$ cat config.mk
export PLATFORM = sky130hd
export DESIGN_NAME = sta_tile_scheduler
export DESIGN_NICKNAME = d
export VERILOG_FILES = /design/src/rtl/sta_tile_scheduler_pkg.sv /design/src/rtl/sta_tile_scheduler_lane_window.sv /design/src/rtl/sta_tile_scheduler.sv
export SDC_FILE = /design/constraint.sdc
export NUM_CORES = 1
export LEC_CHECK = 0
export CAP_MARGIN = 40
export CORE_UTILIZATION = 40
export DETAILED_ROUTE_END_ITERATION = 12
export HOLD_SLACK_MARGIN = 0.1
export PLACE_DENSITY = 0.92
export SLEW_MARGIN = 20
export SYNTH_ARGS = -nofsm -noshare
export SYNTH_HDL_FRONTEND = slang
export SYNTH_SLANG_ARGS = --single-unit
$ cat constraint.sdc
create_clock -name clk -period 5 [get_ports clk]
set_clock_uncertainty 0.15 [all_clocks]
set_input_delay 1 -clock clk [delete_from_list [all_inputs] [get_ports clk]]
set_output_delay 1 -clock clk [all_outputs]
set_load 0.1 [all_outputs]
$ cat src/rtl/sta_tile_scheduler_pkg.sv
// sta_pkg: shared types and constant helpers for the systolic tile scheduler.
// Holds the FSM state enum, lane skew and run-length functions, int typedefs.
package sta_pkg;

    typedef logic signed [7:0]  int8_t;
    typedef logic signed [31:0] int32_t;

    typedef enum logic [1:0] {
        IDLE = 2'd0,
        RUN  = 2'd1,
        OUT  = 2'd2
    } sta_state_e;

    // Lane delay, in cycles, caused by pipeline registers every tile rows/cols.
    function automatic int lane_skew(input int idx, input int tile);
        return idx / tile;
    endfunction

    // Cycles from first RUN cycle until the far corner PE holds its final sum.
    function automatic int run_len(input int k, input int n, input int tile,
                                   input int rd_lat, input int pe_lat);
        return k + 2 * ((n - 1) / tile) + rd_lat + pe_lat;
    endfunction

endpackage

$ cat src/rtl/sta_tile_scheduler_lane_window.sv
// sta_lane_window: read window for one operand lane (enable + beat index).
// Ports: i_run, i_cnt, i_skew, i_k in; o_en, o_idx out.
module sta_lane_window #(
    parameter int CW = 9,
    parameter int KW = 9,
    parameter int IW = 8
) (
    input  logic          i_run,
    input  logic [CW-1:0] i_cnt,
    input  logic [CW-1:0] i_skew,
    input  logic [KW-1:0] i_k,
    output logic          o_en,
    output logic [IW-1:0] o_idx
);

    localparam int WW = ((CW > KW) ? CW : KW) + 1;

    logic [WW-1:0] w_cnt;
    logic [WW-1:0] w_skew;
    logic [WW-1:0] w_k;
    logic [WW-1:0] w_diff;

    assign w_cnt  = WW'(i_cnt);
    assign w_skew = WW'(i_skew);
    assign w_k    = WW'(i_k);
    assign w_diff = w_cnt - w_skew;

    assign o_en  = i_run & (w_cnt >= w_skew) & (w_diff < w_k);
    assign o_idx = o_en ? w_diff[IW-1:0] : '0;

endmodule

$ cat src/rtl/sta_tile_scheduler.sv
// sta_tile_scheduler: sequences one NxN systolic tile (skewed reads, load_sum,
// result handshake). Ports: clk, reset (async active-low), start, k_steps,
// ready, a/b_rd_en, a/b_rd_idx, load_sum, c_valid, c_ready, busy, done.
// Macro STA_TILE_SCHEDULER_PERF_EN adds perf_run_cycles / perf_stall_cycles.
module sta_tile_scheduler
    import sta_pkg::*;
#(
    parameter int N            = 8,
    parameter int TILE_SIZE    = 2,
    parameter int VECTOR_WIDTH = 4,
    parameter int MAX_K        = 256,
    parameter int RD_LAT       = 1,
    parameter int PE_LAT       = 1
) (
    input  logic                                 clk,
    input  logic                                 reset,
    input  logic                                 start,
    input  logic [$clog2(MAX_K+1)-1:0]           k_steps,
    output logic                                 ready,
    output logic [N-1:0]                         a_rd_en,
    output logic [N-1:0][$clog2(MAX_K)-1:0]      a_rd_idx,
    output logic [N-1:0]                         b_rd_en,
    output logic [N-1:0][$clog2(MAX_K)-1:0]      b_rd_idx,
    output logic [N-1:0][N-1:0]                  load_sum,
    output logic                                 c_valid,
    input  logic                                 c_ready,
    output logic                                 busy,
    output logic                                 done
`ifdef STA_TILE_SCHEDULER_PERF_EN
    ,
    output logic [31:0]                          perf_run_cycles,
    output logic [31:0]                          perf_stall_cycles
`endif
);

    localparam int KW = $clog2(MAX_K + 1);
    localparam int IW = $clog2(MAX_K);
    localparam int CW = $clog2(MAX_K + 2 * N + RD_LAT + PE_LAT);

    if (VECTOR_WIDTH < 1 || TILE_SIZE < 1) begin : g_bad_cfg
        $error("sta_tile_scheduler: VECTOR_WIDTH and TILE_SIZE must be >= 1");
    end

    sta_state_e    r_state;
    logic [CW-1:0] r_cnt;
    logic [KW-1:0] r_k;

    logic          w_run;
    logic          w_out;
    logic [CW-1:0] w_len;
    logic          w_last;

    assign w_run  = (r_state == RUN);
    assign w_out  = (r_state == OUT);
    assign w_len  = CW'(run_len(int'(r_k), N, TILE_SIZE, RD_LAT, PE_LAT));
    assign w_last = (r_cnt == w_len - 1'b1);

    assign ready   = (r_state == IDLE);
    assign busy    = ~ready;
    assign c_valid = w_out;
    assign done    = w_out & c_ready;

    always_ff @(posedge clk or negedge reset) begin
        if (!reset) begin
            r_state <= IDLE;
            r_cnt   <= '0;
            r_k     <= '0;
        end else begin
            unique case (r_state)
                IDLE: begin
                    if (start && (k_steps != '0)) begin
                        r_state <= RUN;
                        r_cnt   <= '0;
                        r_k     <= k_steps;
                    end
                end
                RUN: begin
                    if (w_last) begin
                        r_state <= OUT;
                        r_cnt   <= '0;
                    end else begin
                        r_cnt <= r_cnt + 1'b1;
                    end
                end
                OUT: begin
                    if (c_ready) begin
                        r_state <= IDLE;
                    end
                end
                default: r_state <= IDLE;
            endcase
        end
    end

    for (genvar i = 0; i < N; i++) begin : g_lane
        sta_lane_window #(.CW(CW), .KW(KW), .IW(IW)) u_a (
            .i_run  (w_run),
            .i_cnt  (r_cnt),
            .i_skew (CW'(lane_skew(i, TILE_SIZE))),
            .i_k    (r_k),
            .o_en   (a_rd_en[i]),
            .o_idx  (a_rd_idx[i])
        );
        sta_lane_window #(.CW(CW), .KW(KW), .IW(IW)) u_b (
            .i_run  (w_run),
            .i_cnt  (r_cnt),
            .i_skew (CW'(lane_skew(i, TILE_SIZE))),
            .i_k    (r_k),
            .o_en   (b_rd_en[i]),
            .o_idx  (b_rd_idx[i])
        );
    end

    // Beat 0 reaches PE(r,c) after the read latency plus both edge skews.
    for (genvar r = 0; r < N; r++) begin : g_row
        for (genvar c = 0; c < N; c++) begin : g_col
            assign load_sum[r][c] = w_run & (r_cnt == CW'(RD_LAT
                + lane_skew(c, TILE_SIZE) + lane_skew(r, TILE_SIZE)));
        end
    end

`ifdef STA_TILE_SCHEDULER_PERF_EN
    logic [31:0] r_perf_run;
    logic [31:0] r_perf_stall;

    always_ff @(posedge clk or negedge reset) begin
        if (!reset) begin
            r_perf_run   <= '0;
            r_perf_stall <= '0;
        end else begin
            if (w_run && (r_perf_run != '1)) begin
                r_perf_run <= r_perf_run + 1'b1;
            end
            if (w_out && !c_ready && (r_perf_stall != '1)) begin
                r_perf_stall <= r_perf_stall + 1'b1;
            end
        end
    end

    assign perf_run_cycles   = r_perf_run;
    assign perf_stall_cycles = r_perf_stall;
`endif

endmodule
==> results of run 1 <==
cell usage in the layout (no fill, tap or decap), types with 5 or more instances in the layout:
master	Yosys	final
buf_4	175	120
buf_12	0	111
ha_1	44	44
nand2_1	38	38
nor2_1	31	31
xnor2_1	21	21
dfrtp_1	20	20
inv_1	19	19
clkdlybuf4s50_1	0	15
xor2_1	13	13
o21ai_0	13	13
nor3b_4	0	13
a21oi_1	13	10
nand3_1	10	10
and2_1	9	9
mux2_2	9	9
nor3_1	13	8
nor2b_1	6	6
o21a_1	7	6
nand4_1	6	6
a31oi_1	5	5
nor3_4	0	5
registers in the layout (all words and copies together) (netlist names):
signal and count:
r_k 9, r_state 2, r_cnt 9
worst min-delay path by stage:
stage / start / end / slack, ns
2_1_floorplan: r_k[7] / r_k[7] / 0.37
3_3_place_gp: r_k[1] / r_k[1] / 0.39
3_5_place_dp: r_k[1] / r_k[1] / 0.40
4_1_cts: r_k[1] / r_k[1] / 0.41
5_1_grt: r_k[7] / r_k[7] / 0.44
6_report: r_k[1] / r_k[1] / 0.41
metal layers:
| layer | global-route usage | wire length, um |
|---|---|---|
| met5 | 0 | 0 |
| met4 | 0.1203 | 624 |
| met3 | 0.04203 | 1220 |
| met2 | 0.4087 | 6743 |
| met1 | 0.2367 | 4333 |
cells by family (layout without fill, tap and decap cells):
| group | count (synthesis) | after routing | share of synthesized area |
|---|---|---|---|
| AOI/OAI and AO/OA | 62 | 62 | 0.09948 |
| xor gates and xnor gates | 34 | 34 | 0.07307 |
| adders and majority gates | 44 | 44 | 0.1351 |
| buffers and inverters | 204 | 275 | 0.3500 |
| DFF | 20 | 20 | 0.1228 |
| muxes | 9 | 9 | 0.02487 |
| and+or+nand+nor | 149 | 149 | 0.1947 |
repair_timing:
action                                  in CTS  in global routing
setup buffers                                0                  3
hold buffers                                 0                  0
endpoints found under the setup margin       0                 16
resized for setup                            0                  2
through the flow:
stage | instances | worst slack (ns) | util
final | 726 | 0.1580 | 0.6664
after global routing | 726 | -0.007079 | 0.6664
after CTS | 722 | 0.1319 | 0.6588
after detailed placement | 718 | 0.4312 | 0.6532
after global placement | 712 | 0.5945 | 0.6448
after floorplan | 522 | -0.5713 | -
final cells by class:
class	instances	area share
Sequential cell	20	0.07648
Clock buffer	4	0.008413
Timing Repair Buffer	252	0.5128
Multi-Input combinational cell	298	0.3660
Inverter	19	0.01090
Tap cell	133	0.02543
==> results by group, run 1 <==
CTS
  • Root buffer cell: clkbuf_8
  • Clk slew on worst S/H paths: ~0.070 ns
  • Number of CTS-inserted buffers: 3
  • Worst skew pair latency: around 0.26 ns
  • CTS tree: built
  • Clock sink count: 20
  • Htree depth: 1
  • CTS max path bufs: 2

Die
  • Die Y: between 100 and 150 um
  • Row count: 36
  • Die outline width: between 100 and 150 um
  • Number of I/O pins: 225
  • Initial core utilization: 0.4150
  • Die area: between 0.01 and 0.015 mm2
  • Core area: 0.009819 mm2

Worst setup path
  • CP Capture Type: output pin
  • Crit. path cell count: 11
  • Reg2reg start: r_cnt[8]
  • Worst EP required: 3.85 ns
  • Critical Path Most Common Cell: nor2_1
  • R2R depth: 5
  • Peak per-stage delay on the critical path: between 0.4 and 0.5 ns
  • Worst EP arrival: approximately 3.7 ns
  • Max FO, Critical Path: 8
  • Delay-heaviest family, CP: simple AND/OR/NAND/NOR gates
  • Cells along the critical path: or4_4 > nor2_1 > nand2_1 > nor2_1 > xor2_1 > ha_1 > inv_1 > o221ai_1 > a21o_2 > nor3_4 > buf_12
  • Critical Path Start Type: flip-flop
  • CP Launch Point: r_cnt[4]
  • Buffer and inverter count on the worst path: 2
  • R2R Setup Slk: ~2.2 ns
  • Crit path to: a_rd_idx[40]
  • Slowest CP cell: dfrtp_1
  • Crit Reg-Reg Endpoint: r_cnt[3]
  • Crit Path Category: reg2out

Cells and area
  • Proportion of layout cells with a drive suffix above 1: 0.4823
  • Register area: 500.5 um2
  • Final net count: ~650
  • Fillers: about 720
  • Multi-input gate area: 0.002395 mm2
  • Syn-to-layout area delta: 60.58%
  • Design Area, Final: 0.006544 mm2
  • Diode count: 0

Detailed routing
  • Routed wire per std cell: between 15 and 20 um
  • Antenna Nets Post-Route: 0
  • Vias per Instance: 5.357
  • Iter 0 DRT Violations: approximately 290
  • Routed wire length: around 13 mm
  • Vias: about 3900
  • Count of TritonRoute iterations in the first routing pass: 5
  • DRC violations left: 0

Global routing
  • Initial antenna violation count: 0
  • Largest net degree at the start of global routing: 22
  • First-pass GRT wire length: roughly 18 mm
  • Vias in the first global route: ~3600
  • Total GRT Usage: 0.2212
  • Total grt overflow: 0

Logic synthesis
  • Synth top area cells: buf_4 (32%), ha_1 (14%), dfrtp_1 (12%)
  • Post-synthesis cell type count: 49
  • Synth top area share: 0.3224
  • Mapped cell area: roughly 0.0041 mm2
  • Post-synth EDFFs: 0
  • Post-synthesis cell type with the largest combined area: buf_4
  • Ys flop type: dfrtp_1
  • Syn. warnings: 0
  • Synth Instances: 522
  • Seq cells post-synth: 20
  • List of most frequent post-synthesis cells: buf_4 (175), ha_1 (44), nand2_1 (38)
  • Mapped Avg Cell Area: about 7.8 um2
  • Count leader, synth: buf_4
  • Async set or reset register ratio after synthesis: 1.000
  • Post-Syn Nets: between 500 and 600
  • Register area share after synthesis: 0.1228

Placement
  • GPL Wtd Cong: 1.106
  • Placed Area: roughly 0.0064 mm2
  • Hpwl dp: 10.52 mm
  • Port Buf Inserts: about 220

Timing
  • Slew headroom: 0.4163
  • F_max: a little over 0.2 GHz
  • Final hold vios: 0
  • Slew at the pin closest to its max-slew limit: 0.8756 ns
  • Final Setup Violations: 0
  • WHS: just over 0.4 ns
  • Final critical-path share of the clock period: 0.9684
  • Final Critical Period: 4.842 ns
  • Pins over their slew limit: 0
  • Final TNS setup: 0 ns

Job
  • Max Cap Viol: 0

Outcome
  • Status: finished, final reports clean

Hold path
  • Hold crit path type: reg2reg
  • Hold Crit Depth: 1
Power of run 1 is left out: the tool's default activity adds up to more than one toggle a clock period on the data nets, which glitch-free logic cannot reach.
==> run 2, diff against run 1 <==
--- a/config.mk
+++ b/config.mk
@@ -5,7 +5,7 @@
 export SDC_FILE = /design/constraint.sdc
 export NUM_CORES = 1
 export LEC_CHECK = 0
-export CAP_MARGIN = 40
+export CORE_MARGIN = 4
 export CORE_UTILIZATION = 40
 export DETAILED_ROUTE_END_ITERATION = 12
 export HOLD_SLACK_MARGIN = 0.1
==> run 2 against run 1 <==
  * Utilization fell by 1.5 points
  * Via count fell by 3.2%
  * Global-route usage fell by 1.2 points
  * Hold slack improved by 0.0060 ns
  * Sequential cell count did not move
  * Non-clock buffer count fell by 7
  * Count of clock-buffer cells in the layout fell by 1
==> results by group, run 2 (same netlist as run 1, synthesis figures left out) <==
Outcome
  • Status: finished, final reports clean

Worst setup path
  • Crit Path Category: reg2out
  • Worst EP arrival: 3.73 ns (+0.04 ns)
  • R2R Setup Slk: 2.50 ns (+0.30 ns)
  • Crit Reg-Reg Endpoint: r_cnt[8]
  • Max FO, Critical Path: 20 (+12)
  • R2R depth: 8 (+3)
  • Critical Path Start Type: flip-flop
  • CP Capture Type: output pin
  • Reg2reg start: r_k[1]
  • Worst EP required: 3.85 ns (about the same)

Die
  • Die area: 0.01187 mm2 (+12%)
  • Die Y: 108.9 um (+5.8%)
  • Die outline width: 108.9 um (+5.8%)
  • Core area: 0.009864 mm2 (+0.46%)
  • Number of I/O pins: 225 (unchanged)
  • Row count: 36 (unchanged)
  • Initial core utilization: 0.4131 (-0.001895)

Timing
  • Final Setup Violations: 0 (unchanged)
  • Final Critical Period: 4.882 ns (+0.03990 ns)
  • Slew headroom: 0.3312 (-0.08510)
  • Final critical-path share of the clock period: 0.9764 (+0.007980)
  • Pins over their slew limit: 0 (unchanged)
  • Slew at the pin closest to its max-slew limit: 0.9996 ns (+0.1240 ns)
  • F_max: 0.2048 GHz (-0.82%)
  • RSZ-0062 raised after global routing: no
  • Final hold vios: 0 (unchanged)

Cells and area
  • Fillers: 680 (-5.3%)
  • Most frequent cells in the layout: buf_4 (121), buf_12 (109), ha_1 (44)
  • Syn-to-layout area delta: 57.75%
  • Commonest non-fill, non-tap cell in the layout: buf_4
  • Post-layout util: 0.6517 (-0.01471)
  • Proportion of layout cells with a drive suffix above 1: 0.4735 (-0.008789)
  • Diode count: 0 (unchanged)
  • Multi-input gate area: 0.002409 mm2 (+0.57%)
  • Non-Filler Instances: 718 (-1.1%)
  • Regs by FF count: r_cnt (9), r_k (9), r_state (2)
  • Register area: 500.5 um2 (unchanged)
  • Final net count: 644 (-1.1%)

Hold path
  • Hold Crit Depth: 1 (unchanged)
  • Hold crit path type: reg2reg
  • HP Start: r_k[1]
  • Hold path endpoint: r_k[1]

Detailed routing
  • Vias: 3763 (-3.2%)
  • Antenna Nets Post-Route: 0 (unchanged)
  • Vias per Instance: 5.241 (-2.2%)
  • Count of TritonRoute iterations in the first routing pass: 5 (unchanged)
  • DRC violations left: 0 (unchanged)
  • Routed wire length: 13.61 mm (+5.3%)
  • Iter 0 DRT Violations: 288 (+0.70%)
  • Routed wire per std cell: 18.95 um (+6.5%)

Global routing
  • First-pass GRT wire length: 19.80 mm (+8.8%)
  • Largest net degree at the start of global routing: 21 (-4.5%)
  • Initial antenna violation count: 0 (unchanged)
  • Total GRT Usage: 0.2091 (-0.01208)
  • Vias in the first global route: 3736 (+4.9%)
  • Total grt overflow: 0 (unchanged)

CTS
  • CTS max path bufs: 2 (unchanged)
  • Clock sink count: 20 (unchanged)
  • CTS tree: built
  • Htree depth: 1 (unchanged)
  • Number of CTS-inserted buffers: 3 (unchanged)
  • # hold bufs at CTS: 0 (unchanged)
  • Clk slew on worst S/H paths: 0.07 ns (about the same)
  • Root buffer cell: clkbuf_8
  • Worst skew pair latency: 0.26 ns (about the same)

Placement
  • Hpwl dp: 11.39 mm (+8.4%)
  • Post-Place Cells: 714 (-0.56%)
  • Port Buf Inserts: 224 (unchanged)
  • GPL Wtd Cong: 1.011 (-8.6%)

Job
  • Max Cap Viol: 0 (unchanged)
[run 2: layout make-up]
class / count / share of cell area
inverter: 19 / 0.01109
clock buffer: 3 / 0.006423
multi-input combinational: 298 / 0.3747
sequential: 20 / 0.07785
tap: 133 / 0.02589
timing repair buffer: 245 / 0.5041
[run 2: layer usage]
| layer | GRT usage | vias to the layer above | wire [um] | share of wire |
|---|---|---|---|---|
| met5 | 0 | - | 0 | 0 |
| met4 | 0.08566 | 0 | 437 | 0.032 |
| met3 | 0.03848 | 47 | 1273 | 0.094 |
| met2 | 0.3969 | 266 | 7210 | 0.53 |
| met1 | 0.2250 | 1745 | 4685 | 0.34 |
| li1 | - | 1705 | - | - |
[run 2: worst max path at each step]
stage / start / depth (start not counted) / endpoint
2_1_floorplan: r_cnt[1] / 13 / a_rd_idx[29]
3_3_place_gp: r_cnt[1] / 11 / b_rd_idx[17]
3_5_place_dp: r_cnt[3] / 10 / a_rd_en[7]
4_1_cts: r_cnt[3] / 10 / a_rd_en[7]
5_1_grt: r_cnt[3] / 12 / a_rd_en[7]
6_report: r_cnt[3] / 12 / a_rd_en[7]
[run 2: critical path, stage by stage (launching register included)]
cell and delay [ns]:
dfrtp_1 0.38, buf_4 0.22, nor3_1 0.42, a21boi_1 0.32
nand2_1 0.13, xnor2_1 0.25, ha_1 0.33, a21o_1 0.19
nand2_1 0.07, nand4_1 0.10, buf_4 0.23, nor2_1 0.57
buf_12 0.26
[run 2: per-stage QoR]
| stage | instance area (um2) | setup TNS, ns | hold slack [ns] | worst slack, ns |
|---|---|---|---|---|
| CTS | 6387 | 0 | 0.4169 | 0.002899 |
| global placement | 6346 | 0 | 0.3902 | 0.6060 |
| detailed placement | 6346 | 0 | 0.4018 | 0.2923 |
| global route | 6429 | 0 | 0.4456 | 0.003663 |
| finish | 6429 | 0 | 0.4162 | 0.1181 |
| floorplan | 4588 | -14.45 | 0.3722 | -0.5713 |
[run 2: timing repair]
action,CTS,global route
setup endpoints to repair,0,23
gates resized for setup,0,3
buffers inserted,0,1
endpoints found under the hold margin,0,0
Power of run 2 is left out for the same reason.
